==> src/rtl/program_loader_pkg.sv <==
// Shared definitions for the program loader.
// Holds the loader state encoding, the frame constants and a small
// helper that identifies the sticky end states.
package program_loader_pkg;

    typedef enum logic [2:0] {
        LDR_LEN_LO = 3'd0,
        LDR_LEN_HI = 3'd1,
        LDR_DATA   = 3'd2,
        LDR_CHK    = 3'd3,
        LDR_DONE   = 3'd4,
        LDR_ERROR  = 3'd5
    } ldr_state_e;

    // Two little-endian length bytes precede the payload.
    localparam int HDR_LEN = 2;
    // The trailing checksum is the payload sum modulo 2^CHK_W.
    localparam int CHK_W = 8;

    // DONE and ERROR are the only states that accept a start pulse.
    function automatic logic is_final(ldr_state_e s);
        return (s == LDR_DONE) || (s == LDR_ERROR);
    endfunction

endpackage

==> src/rtl/program_loader_fsm.sv <==
// Frame-level control for the program loader.
// Ports:
//   clk, rst      - clock and synchronous active-high reset
//   start         - re-arm pulse, only honoured in DONE or ERROR
//   xfer          - a stream byte transfers on this edge
//   len_too_big   - length formed in LEN_HI exceeds the payload limit
//   len_zero      - length formed in LEN_HI is zero
//   last_byte     - the current DATA transfer is the final payload byte
//   sum_match     - the incoming byte equals the running checksum
//   state         - current state, used by the datapath
//   in_ready      - loader can accept a byte
//   cpu_rst       - CPU reset, low only in DONE
//   done, error   - registered end-state flags
module program_loader_fsm
    import program_loader_pkg::*;
(
    input  logic       clk,
    input  logic       rst,
    input  logic       start,
    input  logic       xfer,
    input  logic       len_too_big,
    input  logic       len_zero,
    input  logic       last_byte,
    input  logic       sum_match,
    output ldr_state_e state,
    output logic       in_ready,
    output logic       cpu_rst,
    output logic       done,
    output logic       error
);

    ldr_state_e state_q, state_d;
    logic       cpu_rst_q, cpu_rst_d;
    logic       done_q, done_d;
    logic       error_q, error_d;

    always_ff @(posedge clk) begin
        if (rst) begin
            state_q   <= LDR_LEN_LO;
            cpu_rst_q <= 1'b1;
            done_q    <= 1'b0;
            error_q   <= 1'b0;
        end else begin
            state_q   <= state_d;
            cpu_rst_q <= cpu_rst_d;
            done_q    <= done_d;
            error_q   <= error_d;
        end
    end

    always_comb begin
        state_d = state_q;
        case (state_q)
            LDR_LEN_LO: if (xfer) state_d = LDR_LEN_HI;
            LDR_LEN_HI: begin
                if (xfer) begin
                    if (len_too_big)   state_d = LDR_ERROR;
                    else if (len_zero) state_d = LDR_CHK;
                    else               state_d = LDR_DATA;
                end
            end
            LDR_DATA:   if (xfer && last_byte) state_d = LDR_CHK;
            LDR_CHK:    if (xfer) state_d = sum_match ? LDR_DONE : LDR_ERROR;
            LDR_DONE,
            LDR_ERROR:  if (start) state_d = LDR_LEN_LO;
            default:    state_d = LDR_LEN_LO;
        endcase
        // Flags are decoded from the next state so they change on the
        // same edge as the state itself.
        done_d    = (state_d == LDR_DONE);
        error_d   = (state_d == LDR_ERROR);
        cpu_rst_d = (state_d != LDR_DONE);
    end

    assign state    = state_q;
    assign in_ready = !is_final(state_q);
    assign cpu_rst  = cpu_rst_q;
    assign done     = done_q;
    assign error    = error_q;

endmodule

==> src/rtl/program_loader.sv <==
// Boot-time program loader.
// Receives a framed image (LEN_LO, LEN_HI, payload, checksum) over a
// valid/ready byte stream, writes the payload into memory from address 0
// and keeps the CPU in reset until the checksum verifies.
// Ports:
//   clk, rst              - clock and synchronous active-high reset
//   start                 - re-arm pulse, honoured in DONE or ERROR
//   in_valid, in_data     - incoming stream byte
//   in_ready              - loader can accept a byte
//   mem_we, mem_addr,
//   mem_wdata             - registered memory write port
//   cpu_rst               - CPU reset, released once the image verifies
//   done, error           - frame verified / frame rejected
//   byte_count            - payload bytes written so far
module program_loader
    import program_loader_pkg::*;
#(
    parameter int ADDR_W    = 8,
    parameter int MAX_BYTES = 256
) (
    input  logic              clk,
    input  logic              rst,
    input  logic              start,
    input  logic              in_valid,
    input  logic [7:0]        in_data,
    output logic              in_ready,
    output logic              mem_we,
    output logic [ADDR_W-1:0] mem_addr,
    output logic [7:0]        mem_wdata,
    output logic              cpu_rst,
    output logic              done,
    output logic              error,
    output logic [15:0]       byte_count
);

    localparam logic [15:0] MAX_LEN = 16'(MAX_BYTES);

    ldr_state_e        state;
    logic              xfer;
    logic              rearm;
    logic [15:0]       n_full;
    logic              len_too_big;
    logic              len_zero;
    logic              last_byte;
    logic              sum_match;

    logic [7:0]        len_lo_q, len_lo_d;
    logic [15:0]       len_q, len_d;
    logic [CHK_W-1:0]  sum_q, sum_d;
    logic [ADDR_W-1:0] addr_q, addr_d;
    logic [15:0]       count_q, count_d;
    logic              mem_we_q, mem_we_d;
    logic [ADDR_W-1:0] mem_addr_q, mem_addr_d;
    logic [7:0]        mem_wdata_q, mem_wdata_d;

    program_loader_fsm u_fsm (
        .clk         (clk),
        .rst         (rst),
        .start       (start),
        .xfer        (xfer),
        .len_too_big (len_too_big),
        .len_zero    (len_zero),
        .last_byte   (last_byte),
        .sum_match   (sum_match),
        .state       (state),
        .in_ready    (in_ready),
        .cpu_rst     (cpu_rst),
        .done        (done),
        .error       (error)
    );

    always_ff @(posedge clk) begin
        if (rst) begin
            len_lo_q    <= '0;
            len_q       <= '0;
            sum_q       <= '0;
            addr_q      <= '0;
            count_q     <= '0;
            mem_we_q    <= 1'b0;
            mem_addr_q  <= '0;
            mem_wdata_q <= '0;
        end else begin
            len_lo_q    <= len_lo_d;
            len_q       <= len_d;
            sum_q       <= sum_d;
            addr_q      <= addr_d;
            count_q     <= count_d;
            mem_we_q    <= mem_we_d;
            mem_addr_q  <= mem_addr_d;
            mem_wdata_q <= mem_wdata_d;
        end
    end

    always_comb begin
        xfer        = in_valid && in_ready;
        rearm       = start && is_final(state);
        // The full length is only meaningful while LEN_HI is transferring.
        n_full      = {in_data, len_lo_q};
        len_too_big = (n_full > MAX_LEN);
        len_zero    = (n_full == 16'd0);
        // count_q already holds the bytes accepted before this one.
        last_byte   = ((count_q + 16'd1) == len_q);
        sum_match   = (in_data == sum_q);

        len_lo_d    = len_lo_q;
        len_d       = len_q;
        sum_d       = sum_q;
        addr_d      = addr_q;
        count_d     = count_q;
        mem_we_d    = 1'b0;
        mem_addr_d  = mem_addr_q;
        mem_wdata_d = mem_wdata_q;

        if (rearm) begin
            len_lo_d    = '0;
            len_d       = '0;
            sum_d       = '0;
            addr_d      = '0;
            count_d     = '0;
            mem_addr_d  = '0;
            mem_wdata_d = '0;
        end else if (xfer) begin
            case (state)
                LDR_LEN_LO: len_lo_d = in_data;
                LDR_LEN_HI: len_d    = n_full;
                LDR_DATA: begin
                    // The address counter may wrap to 0 after the last
                    // byte of a full-memory image; it is never used again.
                    mem_we_d    = 1'b1;
                    mem_addr_d  = addr_q;
                    mem_wdata_d = in_data;
                    addr_d      = addr_q + ADDR_W'(1);
                    sum_d       = sum_q + in_data;
                    count_d     = count_q + 16'd1;
                end
                default: ;
            endcase
        end
    end

    assign mem_we     = mem_we_q;
    assign mem_addr   = mem_addr_q;
    assign mem_wdata  = mem_wdata_q;
    assign byte_count = count_q;

endmodule
==> config.mk <==
export PLATFORM = sky130hd
export DESIGN_NAME = program_loader
export DESIGN_NICKNAME = d
export VERILOG_FILES = /design/src/rtl/program_loader_pkg.sv /design/src/rtl/program_loader_fsm.sv /design/src/rtl/program_loader.sv
export SDC_FILE = /design/constraint.sdc
export NUM_CORES = 1
export LEC_CHECK = 0
export ABC_AREA = 1
export CAP_MARGIN = 30
export CORE_MARGIN = 2
export CORE_UTILIZATION = 55
export DETAILED_ROUTE_END_ITERATION = 10
export MAX_ROUTING_LAYER = met4
export PLACE_DENSITY_LB_ADDON = 0.05
export SETUP_SLACK_MARGIN = 0.4
export SYNTH_ARGS = -nofsm -noshare
export SYNTH_HDL_FRONTEND = slang
export SYNTH_SLANG_ARGS = --single-unit
==> constraint.sdc <==
create_clock -name clk -period 2.5 [get_ports clk]
set_clock_uncertainty 0.15 [all_clocks]
set_input_delay 0.5 -clock clk [delete_from_list [all_inputs] [get_ports clk]]
set_output_delay 0.5 -clock clk [all_outputs]
set_load 0.01 [all_outputs]
==> results.md <==
Placed design:
- Once detailed placement completed, the half-perimeter wirelength came to a little under 7 mm.
- Routability-driven placement finished with a final weighted congestion of just over 1.
- The placed instances occupy a cell area of around 4600 sq um.
- The count of input and output buffers is 48.

Clocking:
- The TritonCTS clock tree is built.
- The number of H-tree levels is 3.
- The clock net in this run drives a total of 79 sinks.
- The number of hold buffers added after cts is 0.
- The insertion delay to the later sink of the worst-skew pair is roughly 0.36 ns.
- Clock tree synthesis inserted a total of 9 buffers.
- The number of buffers on the longest clock path is 2.
- Clock tree synthesis selected as its root buffer the cell clkbuf_8.
- Clock-pin slew was measured on the worst setup and hold paths at 0.09 ns.

Setup path:
- Walking the worst path, the cells encountered are clkdlybuf4s50_1.
- The critical path is of the flop to output port type.
- The total buffers and inverters traversed by the critical path is 1.
- The slowest stage of the critical path belongs to the cell clkdlybuf4s50_1.
- The worst endpoint required time is 1.85 ns.
- The delay contributed by the slowest stage of the critical path is 0.57 ns.
- The data arrival at the endpoint of the critical path is between 1 and 1.5 ns.
- The maximum fanout along the worst path is 7.
- The critical path capture point type is an output port.
- Among cell families on the critical path, the largest total delay comes from buffers and inverters.
- STA classifies the critical path startpoint as a flop.

STA:
- Timing would allow up to 493 MHz.
- Setup repair after global routing left no endpoint under its margin.
- Headroom to the max-slew limit came out at around 80%.
- In the final timing run, aggregate negative setup slack is 0 ns.
- The count of pins over their slew limit is 0.
- The minimum hold slack is 0.316 ns.
- The final critical-path required period is 2.03 ns.
- The slew of the pin with the lowest slew margin is slightly above 0.3 ns.
- The number of endpoints failing setup at the final stage is 0.
- The number of endpoints with negative hold slack in the final report came to 0.
- The final critical-path share of the clock period is 81.1%.

GRT:
- The initial antenna violation count is 0.
- The number of global-route vias before repair is 3472.
- Entering global routing, the biggest net connects 49 pins.
- Global routing finished with a remaining overflow of 0.
- The first global-routing pass estimated 15.7 mm of wire.
- The aggregate global-route resource usage is 26.7%.

Power and ir drop:
- Summed over all cells, the static leakage comes to between 2 and 2.5 nW.
- For this design the ratio of total power to cell area is 516 nW/um^2.
- The worst supply voltage drop on vdd is 353 uV.
- The final total power is 2.58 mW.

Die:
- Once the floorplan was initialized, standard cells occupied 57.1% of the core.
- The full die area is 7780 sq um.
- After floorplanning, the core was divided into 30 placement rows.
- The floorplan die width is 88.2 um.
- The die is 88.2 um tall.
- The area of the core is 6830 sq um.
- The count of pins on the block boundary is 49.

Yosys:
- The cell area that synthesis handed to floorplanning was approximately 3900 sq um.
- In this run, synthesis inferred 0 flip-flops with an integrated enable.
- The post-synthesis sequential area ratio is between 40% and 50%.
- The mean cell area of the mapped netlist is 7.09 sq um.
- By area, the combinational part of the netlist is dominated by simple AND/OR/NAND/NOR gates.
- Of the post-synthesis cell area, the dominant cell type holds 40.6%.
- During synthesis, Yosys emitted a total of 0 warnings.
- The number of storage elements in the synthesis netlist is 79.
- The synthesized netlist devotes under 10% of its cell area to XOR and XNOR gates.
- Summing the areas of all compound-gate instances in the mapped netlist gives a little under a fifth of the synthesized area.
- Summing the areas of all and, or, nand and nor instances in the mapped netlist gives ~25% of the synthesized area.
- When the netlist entered floorplanning its net count stood at 572.
- The gate count after technology mapping is 550.
- The flip-flop cell with the highest count after synthesis is dfxtp_1.
- The synthesized-area fraction occupied by adder cells is around 3.4%.
- Sorting the synthesized cells by area gives the leading types as dfxtp_1, nand2_1, a21oi_1.
- Counting flops with an async set or reset pin after synthesis yields a share of 0%.
- The number of distinct standard cells referenced by the synthesized netlist is 37.
- The synthesized design spends more area on one cell type than any other, namely dfxtp_1.
- The multiplexer fraction of the synthesized cell area is 0%.

Drt:
- The initial DRC count is 210.
- Dividing the detail-routed via count by the number of cells gives roughly 5.3.
- The final routed wirelength across all metal layers is approximately 9.7 mm.
- The remaining design rule violation count is 0.
- The per-cell routed wire length is 13.5 um.
- The overall via count from detail_route is around 3.8k.
- The detailed-router iteration count before antenna repair is 4.
- Once detail routing completed, the nets flagged for antenna violations numbered 0.

Final layout:
- The final standard cell area without fillers is 4990 sq um.
- 0 antenna diodes ended up in the layout.
- The net count of the finished layout is 640.
- Leaving out fill and tap cells, the most frequent cell in the layout is nand2_1.
- Leaving out fill and tap cells, the most frequent cells in the layout are nand2_1, dfxtp_1, a21oi_1.
- Fill cells in the final layout number 582.
- The area growth from synthesis to layout is 28.2%.
- The proportion of layout cells with a drive suffix above 1 is 13.8%.

Hold path:
- The worst min-delay path category is flop to flop.

Run:
- The max-cap violation count is 0.

Status:
- The run finished with clean final reports.
## state kept, by name (all words and copies together) (netlist names)
name	flops
addr_q	8
u_fsm.done	1
u_fsm.error	1
mem_wdata	8
u_fsm.state	3
mem_addr	8
mem_we	1
byte_count	16
len_lo_q	8
sum_q	8
u_fsm.cpu_rst	1
len_q	16
## through the flow
step,std cells,util [%],setup WS [ns]
floorplan,550,-,0.488
global placement,702,68.0,-0.0664
detailed placement,702,68.0,-0.0790
CTS,718,71.8,0.404
global route,719,73.1,0.391
finish,719,73.1,0.472
## path summary, 6_finish.rpt
kind | endpoint | from | cells past startpoint | slack (ns)
setup reg to reg | u_fsm.done | byte_count[0] | 11 | 0.50
hold / removal | mem_addr[0] | mem_addr[0] | 2 | 0.32
setup / recovery | byte_count[6] | byte_count[6] | 1 | 0.47
hold reg to reg | mem_addr[0] | mem_addr[0] | 2 | 0.32
## cell families (layout without fill, tap and decap cells)
family	after synthesis	after routing
flip-flops	79	79
adder cells (fa/ha/maj)	10	10
XOR/XNOR	13	13
AND/OR/NAND/NOR	228	228
buffers and inverters	87	160
AO/OA/AOI/OAI	133	133
## worst min-delay path: stages, from the launching register on
cell     delay [ns]
dfxtp_1        0.32
nand2_1        0.06
a21oi_1        0.05
## cell type report
type | instances | area, sq um | area share (%)
Sequential cell | 79 | 1590 | 31.9
Timing Repair Buffer | 75 | 729 | 14.6
Multi-Input combinational cell | 384 | 2080 | 41.7
Inverter | 69 | 264 | 5.29
Tap cell | 96 | 120 | 2.40
Clock buffer | 10 | 138 | 2.76
Clock inverter | 6 | 67.6 | 1.35
## power by group
part           internal [mW]  switching, mW  total [mW]  leakage (nW)
registers               1.29         0.0205        1.31         0.645
logic                  0.109          0.154       0.263          1.37
clock network          0.492          0.510        1.00        0.0989
## cells in the mapped netlist, types with 3 or more instances
cell type and n:
clkbuf_1 14, o21ai_0 49, o21a_1 3, buf_2 3, o211ai_1 7, nor2_2 5
dfxtp_1 79, xor2_1 8, nor3_1 5, inv_2 3, ha_1 9, xor3_1 3
nand3b_1 4, nand3_1 28, nor2_1 49, inv_1 63, a21oi_1 65, nand2_1 127
o21bai_1 4
## timing repair
item,in CTS,in global routing
pin swaps,1,6
endpoints found under the setup margin,8,12
gates resized for setup,15,25
gates cloned,0,0
buffers inserted,0,1
## metal layers
layer / vias to the layer above / track usage, % / routed length [um]
met5: - / - / 0
met4: 0 / 9.92 / 218
met3: 22 / 5.09 / 445
met2: 105 / 42.7 / 4530
met1: 1765 / 33.7 / 4520
li1: 1923 / - / -
No activity file was read; power rests on OpenSTA's default activity.
